<file path="config.mk">
export PLATFORM = sky130hd
export DESIGN_NAME = ir_keypad_ctrl
export DESIGN_NICKNAME = d
export VERILOG_FILES = /design/src/rtl/ir_pkg.sv /design/src/rtl/ir_prio_enc.sv /design/src/rtl/ir_keypad_ctrl.sv
export SDC_FILE = /design/constraint.sdc
export NUM_CORES = 1
export LEC_CHECK = 0
export CORE_ASPECT_RATIO = 1.2
export CORE_MARGIN = 4
export CORE_UTILIZATION = 53
export CTS_CLUSTER_SIZE = 40
export DETAILED_ROUTE_END_ITERATION = 8
export GPL_ROUTABILITY_DRIVEN = 0
export PLACE_DENSITY = 0.84
export SYNTH_ARGS = -nofsm -noshare
export SYNTH_HDL_FRONTEND = slang
export SYNTH_SLANG_ARGS = --single-unit
</file>
<file path="constraint.sdc">
create_clock -name clk -period 3.7 [get_ports clk]
set_input_delay 0.37 -clock clk [delete_from_list [all_inputs] [get_ports clk]]
set_output_delay 0.37 -clock clk [all_outputs]
set_load 0.02 [all_outputs]
</file>
<file path="src/rtl/ir_pkg.sv">
// Shared types and constants for the IR keypad command path.
package ir_pkg;

  typedef enum logic [2:0] {
    IDLE,
    SEND,
    HOLD,
    SEND_RPT,
    WAIT_REL
  } state_e;

  // NEC repeat spacing (108 ms) at a 25 MHz clock
  localparam int unsigned NEC_REPEAT_CYC = 2700000;

  localparam logic [31:0] CMD_RIGHT = 32'h00FF_C23D;
  localparam logic [31:0] CMD_UP    = 32'h00FF_629D;
  localparam logic [31:0] CMD_DOWN  = 32'h00FF_A857;
  localparam logic [31:0] CMD_LEFT  = 32'h00FF_22DD;

  // Index width for n items, never narrower than one bit
  function automatic int unsigned idx_w(input int unsigned n);
    return (n > 1) ? $clog2(n) : 1;
  endfunction

endpackage

</file>
<file path="src/rtl/ir_prio_enc.sv">
// Lowest-index-wins priority encoder with an any-set flag.
module ir_prio_enc #(
  parameter int unsigned N  = 4,
  parameter int unsigned IW = 2
) (
  input  logic [N-1:0]  req,
  output logic [IW-1:0] idx_c,
  output logic          any_c
);

  // Scan high to low so the lowest set bit is the last one written
  always_comb begin
    idx_c = '0;
    any_c = 1'b0;
    for (int i = int'(N) - 1; i >= 0; i--) begin
      if (req[i]) begin
        idx_c = IW'(i);
        any_c = 1'b1;
      end
    end
  end

endmodule

</file>
<file path="src/rtl/ir_keypad_ctrl.sv">
// Maps debounced key presses to programmable IR commands over valid/ready,
// issuing NEC-style repeat requests while the serviced key stays held.
module ir_keypad_ctrl
  import ir_pkg::*;
#(
  parameter int unsigned               NUM_KEYS      = 4,
  parameter int unsigned               CMD_W         = 32,
  parameter logic [NUM_KEYS*CMD_W-1:0] CMD_TABLE     = '0,
  parameter int unsigned               REPEAT_DELAY  = NEC_REPEAT_CYC,
  parameter int unsigned               REPEAT_PERIOD = NEC_REPEAT_CYC,
  parameter int unsigned               REPEAT_EN     = 1
) (
  input  logic                          clk,
  input  logic                          rst,
  input  logic [NUM_KEYS-1:0]           key_state,
  input  logic [NUM_KEYS-1:0]           key_pressed,
  output logic [CMD_W-1:0]              cmd,
  output logic                          cmd_repeat,
  output logic                          cmd_valid,
  input  logic                          cmd_ready,
  output logic [idx_w(NUM_KEYS)-1:0]    active_key,
  output logic                          busy
);

  localparam int unsigned AK_W  = idx_w(NUM_KEYS);
  localparam int unsigned CNT_MAX = (REPEAT_DELAY > REPEAT_PERIOD) ? REPEAT_DELAY : REPEAT_PERIOD;
  localparam int unsigned CNT_W = $clog2(CNT_MAX + 1);
  localparam logic [CNT_W-1:0] DELAY_LD  = CNT_W'(REPEAT_DELAY - 1);
  localparam logic [CNT_W-1:0] PERIOD_LD = CNT_W'(REPEAT_PERIOD - 1);

  state_e            state_q, state_d;
  logic [CNT_W-1:0]  cnt_q, cnt_d;
  logic [CMD_W-1:0]  cmd_q, cmd_d;
  logic              cmd_repeat_q, cmd_repeat_d;
  logic              cmd_valid_q, cmd_valid_d;
  logic [AK_W-1:0]   active_key_q, active_key_d;
  logic              busy_q, busy_d;

  logic [AK_W-1:0]   press_idx_c;
  logic              press_any_c;
  logic              xfer_c;
  logic              held_c;
  logic [CMD_W-1:0]  cmd_tbl_c [NUM_KEYS];

  ir_prio_enc #(
    .N  (NUM_KEYS),
    .IW (AK_W)
  ) u_prio (
    .req   (key_pressed),
    .idx_c (press_idx_c),
    .any_c (press_any_c)
  );

  always_comb begin
    for (int i = 0; i < int'(NUM_KEYS); i++) begin
      cmd_tbl_c[i] = CMD_TABLE[i*CMD_W +: CMD_W];
    end
  end

  assign xfer_c = cmd_valid_q & cmd_ready;
  assign held_c = key_state[active_key_q];

  // Next-state and output logic
  always_comb begin
    state_d      = state_q;
    cnt_d        = cnt_q;
    cmd_d        = cmd_q;
    cmd_repeat_d = cmd_repeat_q;
    cmd_valid_d  = cmd_valid_q;
    active_key_d = active_key_q;

    unique case (state_q)
      IDLE: begin
        if (press_any_c) begin
          cmd_d        = cmd_tbl_c[press_idx_c];
          cmd_repeat_d = 1'b0;
          active_key_d = press_idx_c;
          cmd_valid_d  = 1'b1;
          state_d      = SEND;
        end
      end
      SEND: begin
        if (xfer_c) begin
          cmd_valid_d = 1'b0;
          if ((REPEAT_EN != 0) && held_c) begin
            // A one-cycle delay re-requests straight away, skipping HOLD
            if (DELAY_LD == '0) begin
              cmd_repeat_d = 1'b1;
              cmd_valid_d  = 1'b1;
              state_d      = SEND_RPT;
            end else begin
              cnt_d   = DELAY_LD;
              state_d = HOLD;
            end
          end else begin
            state_d = WAIT_REL;
          end
        end
      end
      HOLD: begin
        if (!held_c) begin
          state_d = WAIT_REL;
        end else if (cnt_q <= CNT_W'(1)) begin
          cmd_repeat_d = 1'b1;
          cmd_valid_d  = 1'b1;
          state_d      = SEND_RPT;
        end else begin
          cnt_d = cnt_q - CNT_W'(1);
        end
      end
      SEND_RPT: begin
        if (xfer_c) begin
          cmd_valid_d  = 1'b0;
          cmd_repeat_d = 1'b0;
          if (held_c) begin
            if (PERIOD_LD == '0) begin
              cmd_repeat_d = 1'b1;
              cmd_valid_d  = 1'b1;
            end else begin
              cnt_d   = PERIOD_LD;
              state_d = HOLD;
            end
          end else begin
            state_d = WAIT_REL;
          end
        end
      end
      WAIT_REL: begin
        if (key_state == '0) begin
          state_d = IDLE;
        end
      end
      default: state_d = IDLE;
    endcase

    busy_d = (state_d != IDLE);
  end

  always_ff @(posedge clk) begin
    if (rst) begin
      state_q      <= IDLE;
      cnt_q        <= '0;
      cmd_q        <= '0;
      cmd_repeat_q <= 1'b0;
      cmd_valid_q  <= 1'b0;
      active_key_q <= '0;
      busy_q       <= 1'b0;
    end else begin
      state_q      <= state_d;
      cnt_q        <= cnt_d;
      cmd_q        <= cmd_d;
      cmd_repeat_q <= cmd_repeat_d;
      cmd_valid_q  <= cmd_valid_d;
      active_key_q <= active_key_d;
      busy_q       <= busy_d;
    end
  end

  assign cmd        = cmd_q;
  assign cmd_repeat = cmd_repeat_q;
  assign cmd_valid  = cmd_valid_q;
  assign active_key = active_key_q;
  assign busy       = busy_q;

endmodule

</file>
=== After elaboration in Yosys (flattened, before gate mapping) ===
Cells that the tools add are included.

* Output and inout port bits: 37
* Input port bits: 11
* Register bits after elaboration: 62
* Word-level logic and storage cells: 67

* Eq/ne operators: 11
* Mux-type cells: 32
* $add $sub $neg: 1
* Bitwise operators: 2
* $lt $le $gt $ge: 3
* Reduce and logical (&&, ||, !) cells: 11

{| class="wikitable"
|+ Operator list
! cell !! number
|-
| 22-bit 2-to-1 mux || 4
|-
| 32-bit binary-select mux with 2-bit select || 1
|-
| 32-bit 2-to-1 mux || 2
|-
| 22-bit one-hot mux with 2 select lines || 1
|-
| 22-bit by 1-bit less-or-equal comparator with 1-bit output (second input constant) || 1
|-
| 22-bit by 1-bit subtractor with 22-bit output (second input constant) || 1
|-
| 3-bit 2-to-1 mux || 6
|-
| 5-bit AND reduction || 3
|-
| 3-bit one-hot mux with 4 select lines || 1
|-
| 1-bit 2-to-1 mux || 10
|-
| 2-bit inequality test (second input constant) || 5
|-
| 3-bit nonzero test || 3
|-
| 2-bit 2-to-1 mux || 4
|-
| 3-bit by 2-bit equality test with 1-bit output (second input constant) || 2
|-
| 1-bit one-hot mux with 3 select lines || 2
|-
| 4-bit logical NOT || 1
|-
| 2-bit by 1-bit inequality test with 1-bit output (second input constant) || 2
|-
| 3-bit by 1-bit equality test with 1-bit output (second input constant) || 1
|-
| 3-bit equality test (second input constant) || 1
|-
| 3-bit greater-or-equal comparator (second input constant) || 1
|-
| 3-bit logical NOT || 1
|-
| 2-bit by 3-bit less-than comparator with 1-bit output (second input constant) || 1
|-
| 2-bit inverter with 3-bit output || 1
|-
| 1-bit binary-select mux with 2-bit select || 1
|-
| 4 further kinds || 4
|}

=== Longest topological paths before layout ===
Gate-level depths: netlist of the first run.

* Word-level depth: 8
* Depth in mapped cells: 8
* Depth with buffers taken out: 7

=== Cells and area by module ===
A second synthesis of the first run with hierarchy kept.

* Cells, all modules: 240
* Area, all modules: 1958.1 sq um

{| class="wikitable"
|+ By module, submodules not included
! module !! cells each !! times used !! area each (sq um) !! seq. area each (sq um)
|-
| ir_keypad_ctrl || 233 || 1 || 1923.1 || 600.6
|-
| ir_prio_enc || 7 || 1 || 35.0 || 0.0
|}

=== Least setup slack after synthesis of the first run ===
OpenSTA, ideal clock, no wires.

* Path type: register to register
* Start point: register active_key_q[0] (netlist: active_key[0])
* End point: register cnt_q[21]
* Stages on the path, launching flop included: 7
* Period minus slack after synthesis: 2.000 ns
* Arrival: 1.869 ns
* Setup slack: 1.700 ns
* Setup time: 0.131 ns
* Data required time: 3.569 ns
* Path buffers: 1
* Cell sequence: dfxtp_1 > mux4_2 > o211ai_1 > buf_4 > a21oi_2 > a221oi_1 > nor3_1

* Cells in the longest elaborated chain, start to end: 4
* Elaborated cells between the ends (all ways): 5
* Those cells by class: 2 x eq/ne; 2 x mux; 1 x reduce/logical

{| class="wikitable"
|+ Ends and longest elaborated chain
! element !! RTL line !! text
|-
| from (decl) || ir_keypad_ctrl.sv:36 || <nowiki>logic [AK_W-1:0] active_key_q, active_key_d;</nowiki>
|-
| from (signal assigned) || ir_keypad_ctrl.sv:154 || <nowiki>active_key_q <= active_key_d;</nowiki>
|-
| 1-bit binary-select mux with 2-bit select (*) || ir_keypad_ctrl.sv:61 || <nowiki>assign held_c = key_state[active_key_q];</nowiki>
|-
| 1-bit 2-to-1 mux (not written as such) (*) || ir_keypad_ctrl.sv:61 ||
|-
| 2-bit inequality test (no line) or 2-bit by 1-bit inequality test with 1-bit output (tied branches) || - ||
|-
| 5-bit AND reduction (no line) (*) || - ||
|-
| to (signal assigned) || ir_keypad_ctrl.sv:150 || <nowiki>cnt_q <= cnt_d;</nowiki>
|-
| to (decl) || ir_keypad_ctrl.sv:32 || <nowiki>logic [CNT_W-1:0] cnt_q, cnt_d;</nowiki>
|}

Every way passes the cells marked *; elsewhere a longest branch is shown, timed or not. The select of a mux whose other input is x is not followed.
A chain may end at the register's enable or synchronous reset.

=== Final worst setup path of the first run ===
* Start point: input cmd_ready
* End point: register cnt_q[21]

* Cells in the longest elaborated chain, start to end: 3

{| class="wikitable"
|+ Ends and longest elaborated chain
! element !! RTL line !! text
|-
| from (decl) || ir_keypad_ctrl.sv:20 || <nowiki>input logic cmd_ready,</nowiki>
|-
| 1-bit AND || ir_keypad_ctrl.sv:60 || <nowiki>assign xfer_c = cmd_valid_q & cmd_ready;</nowiki>
|-
| 2-bit by 1-bit inequality test with 1-bit output (no line) || - ||
|-
| 5-bit AND reduction (no line) || - ||
|}

Every way passes these cells.

==> impl_metrics.yaml, run 1 <==
outcome:
  status: "complete, no violations"
timing:
  fin_crit_ps: 2300
  rsz0062_at_grt: "no"
  period_share_pct: 62.1
  slew_violations: 0
  tightest_slew_ps: 862
  hold_viol_final: 0
  clock_skew_ps: 4.27
  finalSetupViolCount: 0
  fmax_mhz: 435
  tns_ps: 0
  fin_ws_ps: 1400
  slew_headroom_pct: 42.1
final_layout:
  syn2layout_area_growth_pct: 6.09
  nets: 248
  drive_gt1_share_pct: 12.3
  diodes: 0
logic_synthesis:
  ys_seq_elements: 30
  avgSynthCellArea_um2: 8.92
  async_flop_share_pct: 0
  synth-edff-count: 0
  seq_area_frac_synth_pct: 30.5
  ys_warn_count: 0
  synth.distinct_cells: 58
  syn_inst: 221
  synthFlopType: "dfxtp_1"
  syn-cell-area_um2: 1970
setup_path:
  critPathMaxStageDelay_ps: 750
  required_ps: 3840
  path_max_fanout: 11
  endpoint_kind: "flop"
  criticalPathCategory: "in -> reg"
  crit_path_top_delay_cell: "nor4_4"
  cp_cell_sequence: "clkdlybuf4s50_1 > and4b_1 > nor4_4 > a21oi_2 > a221oi_1 > nor3_1"
  cp.arrival_ps: 2440
  start_kind: "input pin"
floorplanning:
  floorplan.initialDensity_pct: 54.7
  die_h_um: 74.8
  io_pins: 48
  core_region_area_um2: 3600
  row_count: 24
  die_area_um2: 4760
  dieWidth_um: 63.7
route:
  drt-vias-per-instance: 5.52
  wire_per_inst_um: 14.0
  finalWirelength_um: 3850
  ant_nets: 0
  drtIter0Drc: 46
  via_count: 1519
  dr.pass1.iters: 4
  drc: 0
clocking:
  clkTransAtPathRegs_ps: 60
  cts_root_buf: "clkbuf_8"
  numCtsBuffers: 5
  cts_tree: "yes"
  cts_sinks: 30
  htreeDepth: 2
  ctsHoldBuffers: 0
  ctsResizeCount: 0
  clock_latency_ps: 290
  clockBufferDepth: 2
  postCtsSetupBuffers: 0
grt:
  grt_usage_pct: 16.9
  grt_util_met2_pct: 30.2
  antenna_found_initial: 0
  use_met1_pct: 19.3
  grt_pass1_wl_um: 6330
  grt_pass1_vias: 1409
  grt_overflow: 0
  grt_max_degree: 22
  busiest_layer: "met2"
  gr-usage-met3_pct: 4.03
hold_path:
  hp-class: "reg -> reg"
placed_design:
  place_ws_ps: 1160
  port_buffers: 15
  dp_hpwl_um: 2760
run:
  max-cap-violations: 0
power_and_ir_drop:
  combPwrFrac_pct: 38.9
  powerDensity_nw_per_um2: 509
  power.switching_uw: 422
  ir_drop_uv: 336
  power_frac_clock_pct: 25.5
  p_sw_share_pct: 39.7
  p_leak_nw: 0.831
  pwr-share-seq_pct: 35.6
  p_int_uw: 642
-- kinds of logic (layout without fill, tap and decap cells) --
kind of cell	after synthesis	in the layout	synth area share, %
compound gates	48	48	20.8
xor+xnor	16	16	7.11
fa+ha+maj	2	2	1.27
buf+inv	48	32	16.6
flops	30	30	30.5
mux	1	1	1.14
other cells	1	32	0.190
simple gates	75	75	22.4
-- Yosys cell counts, types with 4 or more instances --
master / n / area, um2
nor2_1: 20 / 75.1
a21oi_1: 9 / 45.0
dfxtp_1: 30 / 601
xnor2_1: 11 / 96.3
nand2_1: 13 / 48.8
buf_4: 34 / 255
inv_1: 7 / 26.3
a211oi_1: 7 / 52.6
a31oi_1: 4 / 25.0
nor3_1: 8 / 40.0
xor2_1: 5 / 43.8
-- layer usage --
| layer | up-vias | share of wire (%) |
|---|---|---|
| li1 | 755 | - |
| met1 | 708 | 43 |
| met2 | 48 | 50 |
| met3 | 8 | 5.4 |
| met4 | 0 | 1.7 |
| met5 | - | 0 |
-- path summary, 6_finish.rpt --
path,cells past startpoint,to,from,slack (ps)
setup reg to reg,6,cnt_q[21]$_SDFFE_PP0P_,cnt_q[0]$_SDFFE_PP0P_,1400
hold / removal,2,cmd_repeat$_SDFFE_PP0P_,cmd_repeat$_SDFFE_PP0P_,500
hold reg to reg,2,cmd_repeat$_SDFFE_PP0P_,cmd_repeat$_SDFFE_PP0P_,500
setup / recovery,6,cnt_q[21]$_SDFFE_PP0P_,cmd_ready,1400
-- cells in the final DEF (no fill, tap or decap), types with 3 or more instances in the layout --
| cell | instances |
|---|---|
| xor2_1 | 5 |
| a31oi_1 | 4 |
| o211ai_1 | 3 |
| nor4_2 | 3 |
| xnor2_1 | 11 |
| or2_2 | 3 |
| nand3_1 | 3 |
| nand2_1 | 13 |
| a211oi_1 | 7 |
| nor2_1 | 20 |
| inv_1 | 7 |
| conb_1 | 32 |
| dfxtp_1 | 30 |
| clkbuf_8 | 6 |
| nor3_1 | 8 |
| clkdlybuf4s50_1 | 15 |
| a21oi_1 | 9 |
-- sequential cells by signal, indices dropped and copies added, names as in the netlist --
register    flops
cnt_q          22
active_key      2
state_q         3
cmd_repeat      1
busy            1
cmd_valid       1
-- power by group through the flow --
stage          Combinational [mW]  Sequential, mW  Clock (mW)
2_1_floorplan               0.379           0.387           0
3_3_place_gp                0.399           0.385           0
3_5_place_dp                0.408           0.385           0
4_1_cts                     0.412           0.379       0.280
5_1_grt                     0.448           0.383       0.294
6_report                    0.414           0.379       0.271
-- metrics by stage --
step / utilization [%] / total power [mW] / cells / cell area [um2] / hold WS (ps)
finish: 58.1 / 1.06 / 275 / 2090 / 496
floorplan: - / 0.766 / 252 / 2090 / 476
global route: 58.1 / 1.13 / 275 / 2090 / 511
detailed placement: 55.5 / 0.793 / 267 / 2000 / 473
CTS: 58.1 / 1.07 / 275 / 2090 / 488
global placement: 55.5 / 0.784 / 267 / 2000 / 461
-- worst max-delay path: cells and delay by family --
family	cells	cell delay [ps]
buffers and inverters	1	420
AO/OA/AOI/OAI	2	530
AND/OR/NAND/NOR	3	1120
-- area by class of cell --
type                       count  area [um2]
clock buffer                   7        86.3
sequential                    30         601
fill                         307        1510
tap                           39        48.8
inverter                       7        26.3
clock inverter                 1        5.00
timing repair buffer          17         165
multi-input combinational    174        1160
(Power assumes the default switching activity.)
==> inputs of run 2 (changes only) <==
- CORE_UTILIZATION: 53 -> 45
- PLACE_DENSITY: 0.84 -> 0.76
- clock period: 3.7 -> 2 ns (I/O delays scaled with it)
==> run 2 against run 1 <==
Compared with the run above: clock-buffer cell count unchanged; die area increased by 16%; worst hold slack got worse by 16 ps; final area increased by 11%; global-route usage decreased by 1.0 points; setup slack got worse by 1300 ps; register-to-register slack got worse by 1300 ps; critical endpoint unchanged.
==> impl_metrics.yaml, run 2 (synthesized netlist as in run 1, its figures left out) <==
route:
  drt-vias-per-instance: 5.07
  via_count: 1567
  dr.pass1.iters: 4
  wire_per_inst_um: 13.2
  finalWirelength_um: 4080
  ant_nets: 0
  drtIter0Drc: 100
  drc: 0
run:
  max-cap-violations: 0
floorplanning:
  dieWidth_um: 68.4
  die_h_um: 80.5
  io_pins: 48
  row_count: 26
  die_area_um2: 5510
  core_region_area_um2: 4260
  floorplan.initialDensity_pct: 46.3
setup_path:
  start_kind: "flop"
  critPathMaxStageDelay_ps: 370
  crit_start: "cnt_q[3]$_SDFFE_PP0P_"
  ff2ff_setup_slack_ps: 110
  required_ps: 2160
  endpoint_kind: "flop"
  path_max_fanout: 11
  crit_path_top_delay_cell: "dfxtp_1"
  worst_path_dominant_cell_family: "simple AND/OR/NAND/NOR gates"
  cp_cell_sequence: "or2_2 > buf_4 > nor4_4 > buf_12 > a21oi_2 > a221oi_1 > nor3_1"
  criticalPathCategory: "reg -> reg"
  crit_buf_inv: 2
  cp.depth: 7
  worst_r2r_path_depth: 7
  cp.arrival_ps: 2050
  r2r_start: "cnt_q[3]$_SDFFE_PP0P_"
power_and_ir_drop:
  ir_drop_uv: 678
  power.switching_uw: 838
  pwr-share-seq_pct: 31.3
  powerDensity_nw_per_um2: 963
  p_int_mw: 1.40
  combPwrFrac_pct: 42.0
  p_leak_nw: 0.938
  p_sw_share_pct: 37.4
  power_frac_clock_pct: 26.7
clocking:
  cts_root_buf: "clkbuf_8"
  cts_tree: "yes"
  htreeDepth: 2
  clkTransAtPathRegs_ps: 60
  clockBufferDepth: 2
  clock_latency_ps: 280
  postCtsSetupBuffers: 0
  numCtsBuffers: 5
  cts_sinks: 30
  ctsHoldBuffers: 0
grt:
  grt_max_degree: 14
  grt_overflow: 0
  antenna_found_initial: 0
  grt_pass1_vias: 1494
  grt_usage_pct: 15.9
  grt_pass1_wl_um: 6670
final_layout:
  fill_cells: 406
  syn2layout_area_growth_pct: 18.0
  final_cell_mix: "conb_1 (32), dfxtp_1 (29), nor2_1 (20), buf_4 (17), clkdlybuf4s50_1 (15)"
  diodes: 0
  drive_gt1_share_pct: 19.4
  final_common_cell: "conb_1"
  nets: 265
  largest-register: "cnt_q"
  largest_reg_flops: 22
timing:
  clock_skew_ps: 8.43
  hold_viol_final: 0
  period_share_pct: 94.3
  fin_crit_ps: 1890
  tns_ps: 0
  hold_slack_ps: 480
  fmax_mhz: 530
  slew_violations: 0
  finalSetupViolCount: 0
placed_design:
  dp_hpwl_um: 2990
  port_buffers: 15
hold_path:
  hp-class: "reg -> reg"
  worst_hold_path.num_cells: 2
  min_from: "cmd_repeat$_SDFFE_PP0P_"
outcome:
  status: "complete, no violations"
-- run 2: worst min-delay path: cells and delay by family, from the launching register on --
family	cells	cell delay (ps)
DFF	1	310
AOI/OAI and AO/OA	1	60
and+or+nand+nor	1	60
-- run 2: layer usage --
layer | wire [um] | vias to the layer above | global-route usage [%]
met5 | 0 | - | 0
met4 | 36 | 0 | 6.56
met3 | 188 | 2 | 3.78
met2 | 2080 | 47 | 26.9
met1 | 1770 | 727 | 18.6
li1 | - | 791 | -
-- run 2: layout make-up --
type	instances	area, um2	area share [%]
Clock buffer	7	76.3	3.28
Clock inverter	1	30.0	1.29
Inverter	7	26.3	1.13
Multi-Input combinational cell	174	1200	51.8
Sequential cell	30	602	25.9
Tap cell	56	70.1	3.01
Timing Repair Buffer	34	318	13.7
-- run 2: power by group through the flow --
stage	Sequential, mW	Clock [mW]	Combinational (mW)
final	0.702	0.599	0.941
after global routing	0.708	0.639	1.02
after CTS	0.700	0.611	0.887
after detailed placement	0.712	0	0.883
after global placement	0.711	0	0.869
after floorplan	0.716	0	0.701
-- run 2: worst paths after layout --
path | end
setup reg to reg | cnt_q[21]$_SDFFE_PP0P_
hold / removal | cmd_repeat$_SDFFE_PP0P_
hold reg to reg | cmd_repeat$_SDFFE_PP0P_
setup / recovery | cnt_q[21]$_SDFFE_PP0P_
-- run 2: timing repair --
item | 4_1_cts | 5_1_grt
resized for setup | 1 | 6
pin swaps | 0 | 1
endpoints found under the setup margin | 2 | 10
-- run 2: per-stage QoR --
| step | std cells | worst slack [ps] | utilization [%] | power, mW | instance area, um2 |
|---|---|---|---|---|---|
| floorplan | 252 | 0.145 | - | 1.42 | 2090 |
| global placement | 301 | -76.0 | 51.0 | 1.58 | 2170 |
| detailed placement | 301 | -107 | 51.0 | 1.60 | 2170 |
| CTS | 309 | 45.8 | 53.6 | 2.20 | 2280 |
| global route | 309 | -14.2 | 54.6 | 2.37 | 2330 |
| finish | 309 | 114 | 54.6 | 2.24 | 2330 |
